**src/rtl/demux_router.sv**
```systemverilog
// One-in, NCH-out demultiplexer with a one-entry register per output channel.
// Supports addressed, round-robin and broadcast routing with per-channel backpressure.
module demux_router #(
  parameter int WIDTH = 8,
  parameter int NCH   = 4,
  parameter int SELW  = 2
) (
  input  logic                 clk,
  input  logic                 rst_n,
  input  logic [WIDTH-1:0]     I,
  input  logic                 in_valid,
  output logic                 in_ready,
  input  logic [SELW-1:0]      s,
  input  logic [1:0]           mode,
  output logic [NCH*WIDTH-1:0] out,
  output logic [NCH-1:0]       out_valid,
  input  logic [NCH-1:0]       out_ready,
  output logic [SELW-1:0]      rr_ptr
);

  typedef enum logic [1:0] {
    MODE_ADDR  = 2'b00,
    MODE_RR    = 2'b01,
    MODE_BCAST = 2'b10,
    MODE_RSVD  = 2'b11
  } mode_e;

  localparam logic [NCH-1:0] ONE_HOT0 = {{(NCH-1){1'b0}}, 1'b1};

  mode_e                modeSel;
  logic [NCH-1:0]       free;
  logic [NCH-1:0]       targetMask;
  logic                 ready;
  logic                 accept;
  logic [NCH-1:0]       load;

  logic [NCH-1:0]       valid_q, valid_d;
  logic [NCH*WIDTH-1:0] data_q,  data_d;
  logic [SELW-1:0]      rr_q,    rr_d;

  assign modeSel   = mode_e'(mode);
  assign free      = ~valid_q | out_ready;
  assign in_ready  = ready;
  assign accept    = in_valid & ready;
  assign out       = data_q;
  assign out_valid = valid_q;
  assign rr_ptr    = rr_q;

  // Readiness and target set depend only on channel state, mode, s and the
  // round-robin pointer, never on in_valid.
  always_comb begin
    ready      = 1'b0;
    targetMask = '0;
    unique case (modeSel)
      MODE_ADDR: begin
        ready      = free[s];
        targetMask = ONE_HOT0 << s;
      end
      MODE_RR: begin
        ready      = free[rr_q];
        targetMask = ONE_HOT0 << rr_q;
      end
      MODE_BCAST: begin
        ready      = &free;
        targetMask = '1;
      end
      default: begin
        ready      = 1'b0;
        targetMask = '0;
      end
    endcase
  end

  always_comb begin
    load    = accept ? targetMask : '0;
    valid_d = valid_q;
    data_d  = data_q;
    rr_d    = rr_q;
    for (int k = 0; k < NCH; k++) begin
      // A reload wins over a drain so the channel stays valid with fresh data.
      if (load[k]) begin
        valid_d[k]              = 1'b1;
        data_d[k*WIDTH +: WIDTH] = I;
      end else if (valid_q[k] && out_ready[k]) begin
        valid_d[k] = 1'b0;
      end
    end
    if (accept && (modeSel == MODE_RR)) begin
      rr_d = rr_q + SELW'(1);
    end
  end

  always_ff @(posedge clk or negedge rst_n) begin
    if (!rst_n) begin
      valid_q <= '0;
      data_q  <= '0;
      rr_q    <= '0;
    end else begin
      valid_q <= valid_d;
      data_q  <= data_d;
      rr_q    <= rr_d;
    end
  end

endmodule

```
**config.mk**
```make
export PLATFORM = sky130hd
export DESIGN_NAME = demux_router
export DESIGN_NICKNAME = d
export VERILOG_FILES = /design/src/rtl/demux_router.sv
export SDC_FILE = /design/constraint.sdc
export NUM_CORES = 1
export LEC_CHECK = 0
export ABC_AREA = 1
export CORE_ASPECT_RATIO = 0.75
export CORE_MARGIN = 1.5
export CORE_UTILIZATION = 50
export CTS_BUF_LIST = sky130_fd_sc_hd__clkbuf_2
export CTS_CLUSTER_DIAMETER = 40
export CTS_CLUSTER_SIZE = 8
export DETAILED_ROUTE_END_ITERATION = 8
export MAX_ROUTING_LAYER = met4
export PLACE_DENSITY_LB_ADDON = 0.08
export SYNTH_ARGS = -nofsm -noshare
export SYNTH_HDL_FRONTEND = slang
export SYNTH_SLANG_ARGS = --single-unit
```
**constraint.sdc**
```tcl
create_clock -name clk -period 3.4 [get_ports clk]
set_input_delay 0.51 -clock clk [delete_from_list [all_inputs] [get_ports clk]]
set_output_delay 0.51 -clock clk [all_outputs]
set_load 0.005 [all_outputs]
```
Yosys cells after proc, flatten, opt, wreduce, memory -nomap -nowiden:

Cells that the tools add are included.

* register bits: 38
* latch bits: 0
* RAM bits: 0
* memory bits (read-only): 0
* input bits: 19
* output and inout bits: 39
* memories kept: 0

* add/subtract/negate cells: 1
* $mul: 0
* divide/modulo/power cells: 0
* order comparisons: 2
* equality and inequality tests: 2
* shift-type cells: 2
* mux-type cells: 15
* bitwise logic cells: 3
* reductions and logical operators: 11

Operators by type and width (number)
* 4-bit case mux with 3 select lines: 1
* 1-bit two-way mux: 10
* 2-bit nonzero test: 4
* 1-bit by 2-bit << shifter with 4-bit output (first input constant): 2
* 2-bit by 3-bit less-than comparator with 1-bit output (second input constant): 2
* 1-bit logical AND: 5
* 1-bit binary-select mux with 2-bit select: 2
* 4-bit two-way mux: 1
* 4-bit NOT: 1
* 4-bit bitwise OR: 1
* 4-bit AND reduction: 1
* 1-bit case mux with 3 select lines: 1
* 2-bit by 1-bit adder with 2-bit output (second input constant): 1
* 2-bit by 1-bit equality test with 1-bit output (second input constant): 1
* 2-bit equality test (second input constant): 1
* 2-bit logical NOT: 1
* 1-bit AND: 1

Depth between registers and ports, before layout:

* depth in word-level cells: 8
* gate-level depth with buffers: 10
* gate-level depth less buffers: 9

Least setup slack after synthesis:

No wires, ideal clock.

* kind: input port to output port
* start point: input mode[1]
* end point: output in_ready
* arrival: 1.237 ns
* path slack: 1.653 ns
* stages on the path: 7
* buffers on the path: 1
* cells stage by stage: inv_4 nand2_4 inv_2 o21bai_1 nand2_1 nand2_2 buf_2

* cells in the longest elaborated chain, start to end: 2
* elaborated cells on any way between the ends: 4

Ends and longest elaborated chain
* start: declaration: line 14 `input logic [1:0] mode,`
* 2-bit equality test (tied with other cells): line 54 `unique case (modeSel)`
* 1-bit case mux with 3 select lines (*): line 54
* end: declaration: line 12 `output logic in_ready,`

Mark *: on every way between the ends. The rest lies on a longest branch, timed or not.

Worst setup path after layout:

Ends and elaborated chain as after synthesis.

==> results.cfg <==
[placed_design]
hpwl_um = 3080
pre_cts_slack_ns = 0.831
placedCellCount = 308
portBuffers = 57
place_congestion = 0.825

[critical_path]
critical-path-max-stage-delay_ns = 0.52
crit_path_cell_trace = clkdlybuf4s50_1, inv_4, nor2_1, nand2_1, o21bai_1, nand2_1, nand2_2, clkdlybuf4s50_1
cpMaxStageDelayCell = clkdlybuf4s50_1
crit_path_start_kind = primary input
crit_required_ns = 2.89
crit_arrival_ns = 2.06
worst_setup_path_end_kind = output pin
crit_family = buffers and inverters
critical_path_class = primary input to output pin
critPathBufInv = 3
worstPathMaxFanout = 6

[synthesis]
synth_top_area_share_pct = 52.0
yosysSeqAreaShare_pct = 52.0
syn_area_per_cell_um2 = 8.87
synthesis.nets = 225
synth_cells = 206
synth-seq-cells = 38
synth.area.top_cells = dfrtp_1 52%, nand2_1 17%, nand4_1 12%
yosysWarnings = 0
synth_top_area_cell = dfrtp_1
synth.cell_area_um2 = 1830
post_synth_num_cell_types = 19

[layout]
layout-drive-gt1-share_pct = 10.2
final_cell_mix = 85 x nand2_1, 57 x clkdlybuf4s50_1, 38 x dfrtp_1
fillers = 273
final_common_cell = nand2_1
syn2layout_area_growth_pct = 35.5
layout.nets = 284
post-route-util_pct = 72.8
insertedDiodeCount = 0
finalNonFillerCells = 315

[floorplanning]
rows = 18
die_w_um = 72.8
die_area_um2 = 4030
fp.dieH_um = 55.4
start_util_pct = 53.8
io_pins = 58
core_area_um2 = 3400

[run]
max_cap_viol_count = 0

[pwr]
p_leak_uw = 0.00120
power.density_nw_per_um2 = 718
vdd_ir_drop_max_mv = 0.460

[global_route]
grt_pass1_wl_um = 7420
grt_overflow_total = 0
grt_usage_pct = 24.5
grt_max_degree = 41
grt_pass1_vias = 1581
antenna_found_initial = 0

[drt]
drcViolationCount = 0
drt-total-wl_um = 4420
ant_nets = 0
wl_per_cell_um = 14.0
drtIter0Drc = 166
vias = 1676
first_pass_iters = 4
via_per_inst = 5.32

[sta]
drv_slew = 0
period_minus_slack_ns = 2.57
hold_viol_final = 0
period_share_pct = 75.6
worstMarginPinSlew_ns = 0.468
rsz0062_at_grt = no
setup_ws_ns = 0.831
tns_ns = 0
fmax_mhz = 389
max_slew_margin_pct = 68.8
fin_worst_skew_ns = 0.0245
whs_ns = 0.488
setup-violations-final = 0

[cts]
cts_tree = built
cts_hold_buf = 0
ctsResizeCount = 0
clockBufferDepth = 2
clk_latency_ns = 0.38
clk_pin_slew_ns = 0.15
post_cts_buffers = 0
cts_root_buf = clkbuf_2
cts_sinks = 38
cts_buffers = 5
cts-htree-levels = 2

[status]
outcome = completed

[hold_path]
hold_path.class = flip-flop to flip-flop
logic make-up after synthesis:
| family | share of synthesized area [%] |
|---|---|
| and+or+nand+nor | 37.8 |
| DFF | 52.0 |
| buffers and inverters | 4.72 |
| AOI/OAI and AO/OA | 5.48 |
stage by stage:
step,area [µm²],power [µW]
2_1_floorplan,1830,1100
3_3_place_gp,2440,1590
3_5_place_dp,2440,1610
4_1_cts,2480,1790
5_1_grt,2480,1910
6_report,2480,1780
flip-flops by register name, indices dropped and copies added, names as in the netlist:
name       flops
rr_ptr         2
out           32
out_valid      4
final cells by class:
cell class / count / area, µm² / area share [%]
Tap cell: 50 / 62.6 / 2.53
Multi-Input combinational cell: 149 / 791 / 31.9
Timing Repair Buffer: 60 / 593 / 24.0
Clock inverter: 2 / 10.0 / 0.404
Clock buffer: 5 / 25.0 / 1.01
Inverter: 11 / 43.8 / 1.77
Sequential cell: 38 / 951 / 38.4
worst paths after layout:
check	startpoint	end	slack, ns	cells after the start
setup / recovery	mode[1]	in_ready	0.83	8
hold / removal	out[9]	out[9]	0.49	2
setup reg to reg	rr_ptr[1]	out[12]	1.54	9
hold reg to reg	out[9]	out[9]	0.49	2
max in group asynchronous	rst_n	out[12]	2.54	2
min in group asynchronous	rst_n	out[0]	0.52	2
synth_stat cells:
library cell / count
nand2_1: 85
dfrtp_1: 38
nand4_1: 34
nand3_1: 10
inv_1: 7
buf_2: 4
nand3_4: 4
nor2_1: 4
o21ai_4: 4
clkbuf_1: 3
inv_2: 3
nand2_2: 2
o21ai_2: 2
buf_6: 1
inv_4: 1
nand2_4: 1
o21ai_0: 1
o21ai_1: 1
o21bai_1: 1
metal layers:
metal  share of wire, %  track usage [%]  up-vias
met5                  0                -        -
met2                 44             35.5       80
met4                1.1             6.47        0
li1                   -                -      817
met3                9.2             6.02        7
met1                 46             34.4      772
power by group:
| part | switching, µW | internal, µW |
|---|---|---|
| clock | 137 | 44.5 |
| sequential | 126 | 647 |
| combinational | 354 | 469 |
| total | 617 | 1160 |
worst register-to-register path: stages, from the launching register on:
cell and delay, ns:
dfrtp_1 0.47, inv_1 0.14, nand2_1 0.06, o21ai_0 0.17, nand2_1 0.09, nand2_2 0.07, buf_4 0.39, nand3_4 0.21
nand2_1 0.11, nand2_1 0.06
Power figures use the tool's default switching activity.
